==> config.mk <==
export PLATFORM = sky130hd
export DESIGN_NAME = hazard_unit
export DESIGN_NICKNAME = d
export VERILOG_FILES = /design/src/rtl/hazard_pkg.sv /design/src/rtl/hazard_match.sv /design/src/rtl/hazard_unit.sv
export SDC_FILE = /design/constraint.sdc
export NUM_CORES = 1
export LEC_CHECK = 0
export ABC_CLOCK_PERIOD_IN_PS = 2300
export CAP_MARGIN = 20
export CORE_MARGIN = 1
export CORE_UTILIZATION = 47
export DETAILED_ROUTE_END_ITERATION = 16
export MAX_ROUTING_LAYER = met4
export PLACE_DENSITY = 0.74
export SYNTH_ARGS = -nofsm -noshare
export SYNTH_HDL_FRONTEND = slang
export SYNTH_HIERARCHICAL = 1
export SYNTH_SLANG_ARGS = --single-unit
==> constraint.sdc <==
create_clock -name clk -period 2.3 [get_ports clk]
set_clock_uncertainty 0.1 [all_clocks]
set_input_delay 0.23 -clock clk [delete_from_list [all_inputs] [get_ports clk]]
set_output_delay 0.23 -clock clk [all_outputs]
set_load 0.02 [all_outputs]
==> src/rtl/hazard_pkg.sv <==
// hazard_pkg: shared types and constants for the hazard controller.
//   sb_entry_t : one scoreboard slot (EX, MEM or WB) holding hazard-relevant control fields
//   fwd_sel_e  : EX operand source select encoding
//   REG_X0     : hard-wired zero register index, never a hazard or forwarding source
// The scoreboard index width is fixed at SB_ADDR_W; hazard_unit narrows or widens its
// REG_ADDR_W inputs to this width, so the two must agree for correct matching.
package hazard_pkg;

    localparam int unsigned SB_ADDR_W = 5;

    localparam logic [SB_ADDR_W-1:0] REG_X0 = '0;

    typedef enum logic [1:0] {
        FWD_REG = 2'b00,
        FWD_MEM = 2'b01,
        FWD_WB  = 2'b10
    } fwd_sel_e;

    typedef struct packed {
        logic                 valid;
        logic                 has_rs1;
        logic                 has_rs2;
        logic [SB_ADDR_W-1:0] rs1;
        logic [SB_ADDR_W-1:0] rs2;
        logic [SB_ADDR_W-1:0] rd;
        logic                 reg_write;
        logic                 mem_read;
    } sb_entry_t;

    localparam sb_entry_t SB_EMPTY = '0;

    // An entry produces a register result that a younger instruction may depend on.
    function automatic logic is_writer(sb_entry_t e);
        return e.valid & e.reg_write & (e.rd != REG_X0);
    endfunction

endpackage

==> src/rtl/hazard_match.sv <==
// hazard_match: compares one source operand against one scoreboard entry.
// Ports:
//   has_rs : the source operand is actually read
//   rs     : source register index
//   entry  : scoreboard entry to compare against
//   match  : entry is a writer of a non-x0 register equal to rs
module hazard_match
    import hazard_pkg::*;
(
    input  logic                 has_rs,
    input  logic [SB_ADDR_W-1:0] rs,
    input  sb_entry_t            entry,
    output logic                 match
);

    // Source-side fields of the entry are irrelevant when it acts as a producer.
    logic entry_unused;
    assign entry_unused = ^{entry.has_rs1, entry.has_rs2, entry.rs1, entry.rs2, entry.mem_read};

    always_comb begin
        match = has_rs & is_writer(entry) & (entry.rd == rs);
    end

endmodule

==> src/rtl/hazard_unit.sv <==
// hazard_unit: data/control hazard controller sitting beside the ID/EX pipeline register.
// Tracks EX/MEM/WB destinations in a scoreboard shift pipeline and produces stall, flush,
// bubble and EX operand forwarding selects.
// Build option: define HAZARD_FORWARD_EN when the forwarding datapath exists; only load-use
// stalls then, and fwd_*_sel are driven. Without it, any EX/MEM producer stalls and the
// selects stay at FWD_REG.
// Ports:
//   clk, rst                  : clock, synchronous active-high reset
//   id_*                      : decoded fields of the instruction currently in ID
//   ex_branch_taken           : EX redirects the PC this cycle
//   stall                     : hold PC and IF/ID
//   flush_if_id               : clear IF/ID to a bubble
//   bubble_id_ex              : load zero controls into ID/EX
//   fwd_a_sel / fwd_b_sel     : EX operand A/B source (00 regfile, 01 MEM, 10 WB)
//   stall_cycles              : saturating count of cycles with stall asserted
module hazard_unit
    import hazard_pkg::*;
#(
    parameter int unsigned REG_ADDR_W = 5,
    parameter int unsigned CNT_W      = 16
) (
    input  logic                  clk,
    input  logic                  rst,
    input  logic                  id_valid,
    input  logic                  id_has_rs1,
    input  logic                  id_has_rs2,
    input  logic                  id_has_rd,
    input  logic [REG_ADDR_W-1:0] id_rs1,
    input  logic [REG_ADDR_W-1:0] id_rs2,
    input  logic [REG_ADDR_W-1:0] id_rd,
    input  logic                  id_reg_write,
    input  logic                  id_mem_read,
    input  logic                  ex_branch_taken,
    output logic                  stall,
    output logic                  flush_if_id,
    output logic                  bubble_id_ex,
    output logic [1:0]            fwd_a_sel,
    output logic [1:0]            fwd_b_sel,
    output logic [CNT_W-1:0]      stall_cycles
);

    sb_entry_t        ex_q, ex_d;
    sb_entry_t        mem_q, mem_d;
    sb_entry_t        wb_q, wb_d;
    logic [CNT_W-1:0] cnt_q, cnt_d;

    sb_entry_t                   id_entry;
    logic [1:0]                  id_uses;
    logic [1:0][SB_ADDR_W-1:0]   id_src;
    logic [1:0]                  id_hit_ex;
    logic                        hazard;

    always_comb begin
        id_entry           = SB_EMPTY;
        id_entry.valid     = id_valid;
        id_entry.has_rs1   = id_has_rs1;
        id_entry.has_rs2   = id_has_rs2;
        id_entry.rs1       = SB_ADDR_W'(id_rs1);
        id_entry.rs2       = SB_ADDR_W'(id_rs2);
        id_entry.rd        = SB_ADDR_W'(id_rd);
        // An instruction without an rd field cannot produce a result.
        id_entry.reg_write = id_reg_write & id_has_rd;
        id_entry.mem_read  = id_mem_read;
    end

    assign id_uses = {id_valid & id_has_rs2, id_valid & id_has_rs1};
    assign id_src  = {id_entry.rs2, id_entry.rs1};

    for (genvar s = 0; s < 2; s++) begin : g_id_ex
        hazard_match u_id_ex (
            .has_rs (id_uses[s]),
            .rs     (id_src[s]),
            .entry  (ex_q),
            .match  (id_hit_ex[s])
        );
    end

`ifdef HAZARD_FORWARD_EN
    logic [1:0]                ex_uses;
    logic [1:0][SB_ADDR_W-1:0] ex_src;
    logic [1:0]                ex_hit_mem;
    logic [1:0]                ex_hit_wb;
    fwd_sel_e                  fwd_a;
    fwd_sel_e                  fwd_b;

    assign ex_uses = {ex_q.valid & ex_q.has_rs2, ex_q.valid & ex_q.has_rs1};
    assign ex_src  = {ex_q.rs2, ex_q.rs1};

    for (genvar s = 0; s < 2; s++) begin : g_ex_fwd
        hazard_match u_ex_mem (
            .has_rs (ex_uses[s]),
            .rs     (ex_src[s]),
            .entry  (mem_q),
            .match  (ex_hit_mem[s])
        );
        hazard_match u_ex_wb (
            .has_rs (ex_uses[s]),
            .rs     (ex_src[s]),
            .entry  (wb_q),
            .match  (ex_hit_wb[s])
        );
    end

    // Only a load in EX cannot be forwarded in time; everything else reaches EX via bypass.
    assign hazard = (|id_hit_ex) & ex_q.mem_read;

    // MEM holds the younger result, so it wins over WB.
    always_comb begin
        fwd_a = FWD_REG;
        fwd_b = FWD_REG;
        if (ex_hit_mem[0]) begin
            fwd_a = FWD_MEM;
        end else if (ex_hit_wb[0]) begin
            fwd_a = FWD_WB;
        end
        if (ex_hit_mem[1]) begin
            fwd_b = FWD_MEM;
        end else if (ex_hit_wb[1]) begin
            fwd_b = FWD_WB;
        end
    end

    assign fwd_a_sel = fwd_a;
    assign fwd_b_sel = fwd_b;
`else
    logic [1:0] id_hit_mem;

    for (genvar s = 0; s < 2; s++) begin : g_id_mem
        hazard_match u_id_mem (
            .has_rs (id_uses[s]),
            .rs     (id_src[s]),
            .entry  (mem_q),
            .match  (id_hit_mem[s])
        );
    end

    // The write-through regfile covers WB, so only EX and MEM producers block ID.
    assign hazard = (|id_hit_ex) | (|id_hit_mem);

    assign fwd_a_sel = FWD_REG;
    assign fwd_b_sel = FWD_REG;

    logic wb_unused;
    assign wb_unused = ^wb_q;
`endif

    // Redirect beats any data hazard: the ID instruction is discarded, so there is nothing to hold.
    always_comb begin
        stall        = 1'b0;
        flush_if_id  = 1'b0;
        bubble_id_ex = 1'b0;
        if (!rst) begin
            if (ex_branch_taken) begin
                flush_if_id  = 1'b1;
                bubble_id_ex = 1'b1;
            end else if (hazard) begin
                stall        = 1'b1;
                bubble_id_ex = 1'b1;
            end
        end
    end

    always_comb begin
        wb_d  = mem_q;
        mem_d = ex_q;
        ex_d  = (id_valid && !bubble_id_ex) ? id_entry : SB_EMPTY;
        cnt_d = cnt_q;
        if (stall && (cnt_q != '1)) begin
            cnt_d = cnt_q + CNT_W'(1);
        end
    end

    always_ff @(posedge clk) begin
        if (rst) begin
            ex_q  <= SB_EMPTY;
            mem_q <= SB_EMPTY;
            wb_q  <= SB_EMPTY;
            cnt_q <= '0;
        end else begin
            ex_q  <= ex_d;
            mem_q <= mem_d;
            wb_q  <= wb_d;
            cnt_q <= cnt_d;
        end
    end

    assign stall_cycles = cnt_q;

endmodule

After elaboration in Yosys (flattened, before gate mapping):

Index checks and enable logic that the tools add are counted.

* add/sub/neg operators: 1
* equality and inequality tests: 5
* mux-type cells: 7
* bitwise operators: 17
* reductions and logical operators: 8

Operators with widths (number)
* 5-bit equality test: 4
* 16-bit by 1-bit adder with 16-bit output, second input constant: 1
* 16-bit inequality test, second input constant: 1
* 1-bit bitwise AND: 15
* 5-bit nonzero test: 2
* 1-bit 2-to-1 mux: 7
* 2-bit OR reduction: 3
* 1-bit logical AND: 2
* 1-bit zero test: 1
* 1-bit inverter: 1
* 1-bit OR: 1

* bits in registers: 30
* bits of input ports: 24
* output and inout port bits: 23
* logic and storage cells: 45

Depth between registers and ports, before layout:

* depth after elaboration: 13
* mapped depth: 9
* mapped depth without buffers: 8

Hierarchy:

Netlist, hierarchy kept.

By module, submodules not included
* hazard_unit: times used 1, cells each 200, area each 2055.7 µm², sequential area each 1121.1 µm²
* hazard_match: times used 4, cells each 10, area each 70.1 µm², sequential area each 0.0 µm²

Worst setup path after synthesis:

OpenSTA, ideal clock, no wires.

* path kind: register to register
* start: register ex_q[4] (netlist bit)
* end: register cnt_q[10], in the netlist stall_cycles[10]
* setup time: 121 ps
* data arrival time: 2069 ps
* required time: 2079 ps
* slack: 11 ps
* cell stages (with the launch flop): 8
* path buffers: 1
* clock period less this slack: 2289 ps
* cell sequence: dfxtp_1 o41ai_1 a211oi_1 or4_1 buf_2 and4_1 nand4_1 mux2_2

* word-level cells in the longest chain between the ends: 10
* elaborated cells on any way between the ends: 14
* those cells by class: eq/ne (2); mux (3); bitwise (6); reduce/logical (3)

Ends and longest elaborated chain
* start: declaration: RTL line hazard_unit.sv:42 `sb_entry_t ex_q, ex_d;`
* start signal: assignment: RTL line hazard_unit.sv:175 `ex_q <= SB_EMPTY;`
* start signal: assignment: RTL line hazard_unit.sv:180 `ex_q <= ex_d;`
* 5-bit nonzero test: RTL line hazard_pkg.sv:34 `return e.valid & e.reg_write & (e.rd != REG_X0);`
* 1-bit bitwise AND: RTL line hazard_pkg.sv:34
* 1-bit bitwise AND: RTL line hazard_match.sv:21 `match = has_rs & is_writer(entry) & (entry.rd == rs);`
* 1-bit bitwise AND *: RTL line hazard_match.sv:21
* via id_hit_ex[1]: RTL line hazard_unit.sv:50 `logic [1:0] id_hit_ex;`
* 2-bit OR reduction *: RTL line hazard_unit.sv:138 `assign hazard = (|id_hit_ex) | (|id_hit_mem);`
* 1-bit OR *: RTL line hazard_unit.sv:138
* 1-bit 2-to-1 mux *: RTL line hazard_unit.sv:156 `end else if (hazard) begin`
* 1-bit 2-to-1 mux *: RTL line hazard_unit.sv:153 `if (ex_branch_taken) begin`
* 1-bit 2-to-1 mux *: RTL line hazard_unit.sv:152 `if (!rst) begin`
* 1-bit logical AND *: RTL line hazard_unit.sv:168 `if (stall && (cnt_q != '1)) begin`
* end signal: assignment: RTL line hazard_unit.sv:183 `cnt_q <= cnt_d;`
* end: declaration: RTL line hazard_unit.sv:45 `logic [CNT_W-1:0] cnt_q, cnt_d;`

Mark *: on every way through the listed nets, which the timed path passes. The rest lies on a longest branch.
A chain may end at the register's enable or synchronous reset.

Worst setup path after layout:

* start: register ex_q[3] (netlist bit)
* end: output port bubble_id_ex

* word-level cells in the longest chain between the ends: 9
* elaborated cells on any way between the ends: 13
* those cells by class: eq/ne (2); mux (3); bitwise (6); reduce/logical (2)

Ends and longest elaborated chain
* 5-bit nonzero test: RTL line hazard_pkg.sv:34
* 1-bit bitwise AND: RTL line hazard_pkg.sv:34
* 1-bit bitwise AND: RTL line hazard_match.sv:21
* 1-bit bitwise AND *: RTL line hazard_match.sv:21
* via id_hit_ex[1]: RTL line hazard_unit.sv:50
* 2-bit OR reduction *: RTL line hazard_unit.sv:138
* 1-bit OR *: RTL line hazard_unit.sv:138
* 1-bit 2-to-1 mux *: RTL line hazard_unit.sv:156
* 1-bit 2-to-1 mux *: RTL line hazard_unit.sv:153
* 1-bit 2-to-1 mux *: RTL line hazard_unit.sv:152
* end: declaration: RTL line hazard_unit.sv:36 `output logic bubble_id_ex,`

Marked as above.

==> impl_metrics.tcl <==
set metrics [dict create \
    hp-class "in2reg" \
    grt-ovfl-total 0 \
    setup_viol 6 \
    hold_viol 0 \
    rsz0062_at_grt "true" \
    grt_pass1_vias 1498 \
    numCtsBuffers 5 \
    dp_cells 285 \
    clock_path_buffers 2 \
    area_delta_synth_final_pct 44.4 \
    crit_chain "o41ai_2 > a211oi_1 > or4_4 > nor2_2 > nor2_1 > buf_2" \
    route.layer.met1.wl_um 1760 \
    antenna_found_initial 0 \
    top_layer_used "met4" \
    worst_setup_path_end_kind "output pin" \
    grt_max_degree 26 \
    track_usage_pct 24.4 \
    synth_cells 188 \
    dieWidth_um 61.3 \
    vias 1652 \
    chipHeight_um 61.3 \
    startpoint_type "register" \
    avgRoutedWirePerCell_um 13.8 \
    ant_nets 0 \
    wl_um 4060 \
    gp_congestion 0.896 \
    final_max_slew_viol_count 0 \
    stdcell_count 294 \
    cts_tree "done" \
    num_io_pins 47 \
    drc 0 \
    critical-path-max-stage-delay_ns 0.58 \
    max_freq_mhz 419 \
    status "finished, violations left" \
    startpoint "ex_q[3]" \
    grt_pass1_wl_um 6490 \
    power_mw 0.945 \
    wl_met2_um 1960 \
    rows 21 \
    crit_slowest_cell "or4_4" \
    crit_fanout 4 \
    die_area_um2 3760 \
    finalCriticalPeriod_ns 2.39 \
    fin_util_pct 70.9 \
    start_util_pct 49.1 \
    worstPathArrival_ns 2.06 \
    power_density_nw_per_um2 396 \
    min_path_cells 2 \
    drive_above_1_share_pct 23.8 \
    min_from "id_rd[2]" \
    maxCapViolations 0 \
    layout_setup_ws_ns -0.0857 \
    crit_type "reg2out" \
    first_pass_iters 4 \
    violations "setup timing" \
    clk-insertion-delay-late_ns 0.34 \
    viasPerCell 5.62 \
    cts_root_buffer "clkbuf_4" \
    p_leak_nw 0.869 \
    r2r_start "ex_q[3]" \
    synth.cell_area_um2 1650 \
    required_ns 1.97 \
    place.port_buffers 41 \
    htree_levels 2 \
    synth_warnings 6 \
    clock-sinks 30 \
    dr_wl_met3_um 260 \
    antenna_cells 0 \
    hpwl_um 3000 \
    core-area_um2 3360 \
    synth_area_per_cell_um2 8.79 \
    clk_pin_slew_ns 0.10 \
    fin_crit_sh_pct 104 \
    fin_nets 273 \
    vdd_drop_max_uv 347 \
    finalSetupTns_ns -0.224 \
    ff2ff_path_depth 7 \
    drt_iter0_drc 125 \
]
power by group:
group | leakage, nW | internal (mW) | total (mW) | switching [mW]
clock network | 0.0308 | 0.110 | 0.293 | 0.183
registers | 0.246 | 0.524 | 0.530 | 0.00598
logic | 0.592 | 0.0694 | 0.121 | 0.0521
flip-flops by register name, summed over array words and instances, names as in the netlist:
name	count
mem_q	7
stall_cycles	16
ex_q	7
placed cells by master (no fill, tap or decap), drive strengths merged, types with 4 or more instances in the layout:
cell           count
buf               22
nor3               6
or4                4
nor4               4
nor2b             11
a211oi             4
clkbuf             5
and2               7
nand2              8
o21ai              4
o41ai              5
clkdlybuf4s50     39
a21oi              9
nand4             13
nor2              15
xnor2             16
and4               4
nand3              9
and3               6
conb               4
dfxtp             30
or3                5
timing repair:
item	4_1_cts	5_1_grt
pin swaps	4	10
hold endpoints to repair	0	0
buffers inserted	1	1
resized for setup	20	20
endpoints found under the setup margin	8	20
hold buffers	0	0
routing by layer:
metal / up-vias / GRT usage, %
met5: - / -
li1: 814 / -
met2: 55 / 38.2
met1: 769 / 29.5
met4: 0 / 9.74
met3: 14 / 7.14
final timing paths:
kind,to,slack [ns]
setup / recovery,bubble_id_ex,-0.09
hold / removal,ex_q[4],0.33
setup reg to reg,stall_cycles[10],-0.05
hold reg to reg,mem_q[1],0.38
final cells by class:
| class | instances | area [um^2] |
|---|---|---|
| multi-input cells | 149 | 1090 |
| clock buffers | 5 | 37.5 |
| repair buffers | 61 | 568 |
| fillers | 277 | 977 |
| clock inverters | 2 | 10.0 |
| inverters | 1 | 6.26 |
| well taps | 46 | 57.6 |
| flip-flops and latches | 30 | 612 |
per-stage QoR:
| stage | cell area (um^2) | hold WS (ns) | worst slack (ns) |
|---|---|---|---|
| 2_1_floorplan | 1660 | 0.252 | 0.0106 |
| 3_3_place_gp | 2200 | 0.369 | -0.456 |
| 3_5_place_dp | 2200 | 0.383 | -0.494 |
| 4_1_cts | 2300 | 0.333 | -0.0848 |
| 5_1_grt | 2390 | 0.328 | -0.156 |
| 6_report | 2390 | 0.330 | -0.0857 |
worst max-delay path, delay by kind of cell, from the launching register on:
| kind | cells | cell delay (ns) |
|---|---|---|
| AOI/OAI and AO/OA | 2 | 0.46 |
| buffers and inverters | 1 | 0.15 |
| DFF | 1 | 0.37 |
| and+or+nand+nor | 3 | 0.74 |
Note: power is estimated with default switching activity, not from simulation.
